--- config.mk ---
export PLATFORM = sky130hd
export DESIGN_NAME = sevenseg_scan
export DESIGN_NICKNAME = d
export VERILOG_FILES = /design/src/rtl/sevenseg_scan.sv
export SDC_FILE = /design/constraint.sdc
export NUM_CORES = 1
export LEC_CHECK = 0
export CORE_ASPECT_RATIO = 1.1
export CORE_UTILIZATION = 45
export CTS_CLUSTER_DIAMETER = 120
export CTS_CLUSTER_SIZE = 28
export DETAILED_ROUTE_END_ITERATION = 10
export HOLD_SLACK_MARGIN = 0.03
export PLACE_DENSITY = 0.76
export SETUP_SLACK_MARGIN = 0.1
export SYNTH_ARGS = -nofsm -noshare
export SYNTH_HDL_FRONTEND = slang
export SYNTH_SLANG_ARGS = --single-unit
--- constraint.sdc ---
create_clock -name clk -period 5.4 [get_ports clk]
set_clock_uncertainty 0.15 [all_clocks]
set_input_delay 1.35 -clock clk [delete_from_list [all_inputs] [get_ports clk]]
set_output_delay 1.35 -clock clk [all_outputs]
set_load 0.02 [all_outputs]
--- src/rtl/sevenseg_scan.sv ---
// ---------------------------------------------------------------------------
// sevenseg_scan
//   Time-multiplexed driver for a NUM_DIGITS-digit hex seven-segment display.
//   A prescaler divides clk down to one digit slot every DIV cycles.
//   The digit index steps through 0..NUM_DIGITS-1 one slot at a time.
//   New data is double-buffered: it goes into a shadow register first and
//   moves to the display register only at a frame boundary. A frame therefore
//   never shows a mix of old and new digits.
//
// Parameters
//   NUM_DIGITS  number of multiplexed digits (1..8)
//   DIV         clk cycles per digit slot (>= 1)
//
// Ports
//   clk         clock, all state changes on its rising edge
//   rst         asynchronous active-high reset
//   data_in     hex nibbles, digit k = data_in[4k+3:4k], digit 0 rightmost
//   load        single-cycle strobe capturing data_in into the shadow
//   blank_mask  bit k = 1 blanks digit k (sampled live)
//   seg         registered segments {a,b,c,d,e,f,g}, a = bit 6, active-high
//   an          registered one-hot active-high digit enable
//   pending     shadow holds data that has not been displayed yet
//   frame_tick  one-cycle pulse in the first cycle of every frame
//
// Handshake: load has no ready. Every cycle with load=1 is accepted.
//   A later load overwrites an undisplayed shadow value (last wins).
//
// Build option
//   SEVENSEG_LZB_EN  when defined, leading-zero blanking is added. Digits
//                    above the most significant non-zero display nibble are
//                    blanked. Digit 0 is never blanked this way.
// ---------------------------------------------------------------------------
module sevenseg_scan #(
    parameter int NUM_DIGITS = 4,
    parameter int DIV        = 50000
) (
    input  logic                    clk,
    input  logic                    rst,
    input  logic [4*NUM_DIGITS-1:0] data_in,
    input  logic                    load,
    input  logic [NUM_DIGITS-1:0]   blank_mask,
    output logic [6:0]              seg,
    output logic [NUM_DIGITS-1:0]   an,
    output logic                    pending,
    output logic                    frame_tick
);

    localparam int CW = (DIV > 1) ? $clog2(DIV) : 1;
    localparam int IW = (NUM_DIGITS > 1) ? $clog2(NUM_DIGITS) : 1;
    localparam logic [CW-1:0] CNT_LAST = CW'(DIV - 1);
    localparam logic [IW-1:0] IDX_LAST = IW'(NUM_DIGITS - 1);

    logic [CW-1:0]           cnt;
    logic [IW-1:0]           idx;
    logic [4*NUM_DIGITS-1:0] shadow;
    logic [4*NUM_DIGITS-1:0] display;

    logic                    slot_end;
    logic                    frame_end;
    logic [3:0]              cur_nib;
    logic [NUM_DIGITS-1:0]   an_next;
    logic                    blank;

    // Hex digit to {a,b,c,d,e,f,g}
    function automatic logic [6:0] decode(input logic [3:0] n);
        logic [6:0] s;
        case (n)
            4'h0: s = 7'b1111110;
            4'h1: s = 7'b0110000;
            4'h2: s = 7'b1101101;
            4'h3: s = 7'b1111001;
            4'h4: s = 7'b0110011;
            4'h5: s = 7'b1011011;
            4'h6: s = 7'b1011111;
            4'h7: s = 7'b1110000;
            4'h8: s = 7'b1111111;
            4'h9: s = 7'b1111011;
            4'hA: s = 7'b1110111;
            4'hB: s = 7'b0011111;
            4'hC: s = 7'b1001110;
            4'hD: s = 7'b0111101;
            4'hE: s = 7'b1001111;
            default: s = 7'b1000111;
        endcase
        return s;
    endfunction

    // The last cycle of the last slot. The edge that ends it is the
    // frame boundary: the index wraps to 0 and a pending shadow is swapped in.
    assign slot_end  = (cnt == CNT_LAST);
    assign frame_end = slot_end && (idx == IDX_LAST);

    // Prescaler and digit index
    always_ff @(posedge clk or posedge rst) begin
        if (rst) begin
            cnt <= '0;
            idx <= '0;
        end else begin
            if (slot_end) begin
                cnt <= '0;
                idx <= (idx == IDX_LAST) ? '0 : idx + IW'(1);
            end else begin
                cnt <= cnt + CW'(1);
            end
        end
    end

    // Shadow / display double buffer. When load and a boundary coincide,
    // the old shadow moves to display while the new data enters the shadow.
    always_ff @(posedge clk or posedge rst) begin
        if (rst) begin
            shadow     <= '0;
            display    <= '0;
            pending    <= 1'b0;
            frame_tick <= 1'b0;
        end else begin
            frame_tick <= frame_end;
            if (frame_end && pending) begin
                display <= shadow;
            end
            if (load) begin
                shadow  <= data_in;
                pending <= 1'b1;
            end else if (frame_end) begin
                pending <= 1'b0;
            end
        end
    end

    always_comb begin
        cur_nib = display[{idx, 2'b00} +: 4];
    end

    always_comb begin
        an_next      = '0;
        an_next[idx] = 1'b1;
    end

`ifdef SEVENSEG_LZB_EN
    // lzb_mask[k] is set when nibbles k..NUM_DIGITS-1 are all zero (k >= 1)
    logic [NUM_DIGITS-1:0] lzb_mask;
    logic                  upper_zero;

    always_comb begin
        lzb_mask   = '0;
        upper_zero = 1'b1;
        for (int k = NUM_DIGITS - 1; k >= 1; k--) begin
            upper_zero  = upper_zero && (display[4*k +: 4] == 4'h0);
            lzb_mask[k] = upper_zero;
        end
    end

    assign blank = blank_mask[idx] | lzb_mask[idx];
`else
    assign blank = blank_mask[idx];
`endif

    // Outputs register the current index. A blanked digit still gets its
    // an bit, so scan timing does not depend on blanking.
    always_ff @(posedge clk or posedge rst) begin
        if (rst) begin
            seg <= 7'b0000000;
            an  <= '0;
        end else begin
            seg <= blank ? 7'b0000000 : decode(cur_nib);
            an  <= an_next;
        end
    end

endmodule

==> run summary <==
The pre-antenna-repair detailed-routing pass consisted of 5 iterations. Via count of the first global-routing pass: 1794. The floorplan step set the die width to 78.1 microns. For this run, the share of the core covered by cells in the final layout is 55.7%. Of the total synthesized cell area, the portion taken by XOR and XNOR cells is 3.97%. Dividing total power by cell area gives a power density of 257 nW/um^2.

Worst hold path startpoint: cnt[0]. The number of antenna violations at the first check in global routing was 0. The critical register-to-register path startpoint is cnt[7].

The post-synthesis area per instance was 13.4 sq um; the overall power consumption was 0.880 mW. The number of nets in the layout is 287, and the total overflow reported by the global router is 0. The dominant combinational cell family by area after synthesis was multiplexers. The netlist uses 38 different library cells. The total non-filler cell area in the finished layout is 3430 sq um. OpenSTA, run right after detailed placement, puts the worst setup slack at 2.38 ns. In this run the worst path has a maximum fanout of 16. For the weighted congestion reported at the end of routability-driven placement, the log shows 0.880. In the layout the commonest cells are dfrtp_1, clkdlybuf4s50_1, mux2_2. Counting the fill cells in the layout gives 537.

The run gives 2 as the maximum number of buffers from clock root to sink. The number of cells in the finished layout apart from fillers was 338; the clock-pin slew reported for the worst setup and hold paths after clock tree synthesis was 0.06 ns. The accumulated negative setup slack is 0 ns.

STA puts the critical path data required time at 5.48 ns. The initial utilization of the core area, before any placement, comes to 46.6%. Across all hold checks on the routed design, the worst slack comes to 0.339 ns. Type of the worst setup path: flop to flop. The maximum level of the CTS H-tree was 3. Leaving out fill and tap cells, the most frequent cell in the layout is dfrtp_1. The routed layout has 1739 vias. The number of gates resized after CTS was 0. Global routing consumed, over all layers together, 16.3% of the routing resources. In the final layout, the share of cells above drive strength 1 is 21.7%. The worst-case headroom to the max-slew limit is 39.9%, and the number of design-rule violations left by the first detailed-router iteration is 94. The upper clock frequency limit came out at 0.330 GHz. TritonCTS built the clock tree. The arrival time of the worst setup path is 3.11 ns. The flow ran to the end, and the final reports show no timing, DRC or antenna violations. For this run, the number of Yosys warnings is 0. During I/O placement, the number of pins put on the boundary was 36. The static power due to leakage was 1.50 nW; the sequential fraction of the synthesis area was 55.0%. Ranked by total cell area, the synthesized netlist is headed by dfrtp_1, mux2_2, mux2_4. The post-synthesis simple-gate area fraction came out at 10.7%. Measured against the total synthesized area, the mux share comes to 18.5%. The initialized floorplan defines 30 standard-cell rows. Compared with the post-synthesis result, the final layout area differs by 19.5%. The count of unresolved DRC violations after routing was 0; the post-CTS setup repair buffer count was 0. For the worst-skew pair, the clock arrives at the later sink with an insertion delay of 0.34 ns.

The first global-routing pass estimated 8220 microns of wire. The die height is 85.7 microns, and the final critical path time including I/O delays and setup is 3.03 ns. After synthesis the netlist holds a flip-flop and latch count of 63. The tools report the total count of max-transition violations in the final report as 0. The core area was 6160 sq um; the number of buffers created by CTS was 9. The number of buffers added on ports is 35, and the number of setup violations in the final report is 0.

At the pin with the least slew margin, the transition time is 0.902 ns. Dividing the detail-routed wire length by the instance count gives 14.1 microns. Setup repair after global routing left no endpoint under its margin.

STA classifies the critical path startpoint as a flop. The pin count of the biggest net entering global routing came out at 45. The logs give 2870 sq um for the synthesized cell area and 4770 microns for the overall routed net length. The tools report the worst voltage drop across the vdd grid as 145 uV. Summed over all nets, the half-perimeter wirelength after detailed placement is 3290 microns.

The tools report the start point of the critical path as cnt[7]. Cell type with the highest aggregate area in the netlist: dfrtp_1. The kind of capture point of the worst setup path is a flop. The tools report the count of final hold-check violations as 0. CTS placed an instance of clkbuf_8 at the clock tree root.

The compound-cell area share of the yosys netlist was 3.66%; the post-detailed-placement cell area was 3270 sq um. The number of sinks handled by clock tree synthesis is 63, and the number of nets produced by synthesis is 248. In this run the remaining antenna-violating nets after routing total 0. Using the TritonRoute via totals, the vias-per-cell ratio works out to 5.14. The die covers 6700 sq um. The tool flagged a number of max-cap violations equal to 0. The share of synthesized area in the top cell type comes to 55.0%.

The placed instance count is 322, and the total of hold buffers inserted after clock tree synthesis is 0. Synthesis handed over a netlist of 214 instances. For the diode insertion count for antenna repair, the log shows 0. The min-delay analysis places its worst path in the category flop to flop.

The period utilization was 56.2%; the adder and majority gate portion of the synthesized area was 4.80%. The worst path meets setup with 2.37 ns of slack.
==> critical path, stage by stage (launching register included) <==
cell	delay (ns)
dfrtp_1	0.42
or3_4	0.42
nor4_4	0.66
and3_1	0.86
mux2_2	0.41
==> final cells by class <==
class | count | area [sq um] | area share (%)
sequential | 63 | 1580 | 46.0
multi-input combinational | 132 | 1190 | 34.8
timing repair buffer | 36 | 358 | 10.4
clock buffer | 12 | 135 | 3.94
tap | 80 | 100 | 2.92
inverter | 11 | 41.3 | 1.20
clock inverter | 4 | 22.5 | 0.657
==> path summary, 6_finish.rpt <==
check / endpoint / slack [ns] / depth (start not counted)
worst max register to register: display[12] / 2.37 / 4
max in group asynchronous: cnt[8] / 2.94 / 3
worst min register to register: cnt[0] / 0.34 / 1
worst max-delay path: display[12] / 2.37 / 4
min in group asynchronous: cnt[15] / 1.37 / 2
worst min-delay path: cnt[0] / 0.34 / 1
==> logic make-up (layout without fill, tap and decap cells) <==
kind of cell / Yosys count / after routing
fa+ha+maj: 11 / 11
buf+inv: 19 / 63
compound gates: 16 / 16
flops: 63 / 63
simple gates: 53 / 53
xor+xnor: 13 / 13
mux: 39 / 39
==> state kept, by name, summed over array words and instances, names as in the netlist <==
signal      count
display        16
shadow         16
pending         1
idx             2
frame_tick      1
an              4
seg             7
cnt            16
==> where the power goes <==
part / switching (mW) / internal (mW) / leakage (nW)
clock network: 0.172 / 0.164 / 0.0801
logic: 0.0208 / 0.0303 / 0.611
registers: 0.00690 / 0.486 / 0.805
total: 0.199 / 0.681 / 1.50
==> metal layers <==
metal  vias to the layer above  track usage (%)  share of wire (%)  wire length (microns)
met1                       856             21.4                 47                   2250
li1                        827                -                  -                      -
met5                         -                0                  0                      0
met2                        45             23.9                 45                   2160
met4                         0             10.4                3.1                    146
met3                        11             4.36                4.4                    210
==> Yosys cell counts (all sizes together) <==
master	instances
and2	3
nor4	3
ha	11
nor2	13
nand2b	3
a221oi	3
nand4	4
mux4	5
and3	1
nand2	7
nand3	6
clkbuf	3
mux2	32
xor2	8
o21bai	1
mux2i	2
nor2b	1
o211ai	1
or4	2
nand4bb	2
inv	11
o21ai	6
buf	5
o221a	1
and4	1
or3b	1
or3	2
xnor2	5
dfrtp	63
o31ai	1
nor3	4
a21oi	3
(Power assumes the default switching activity.)
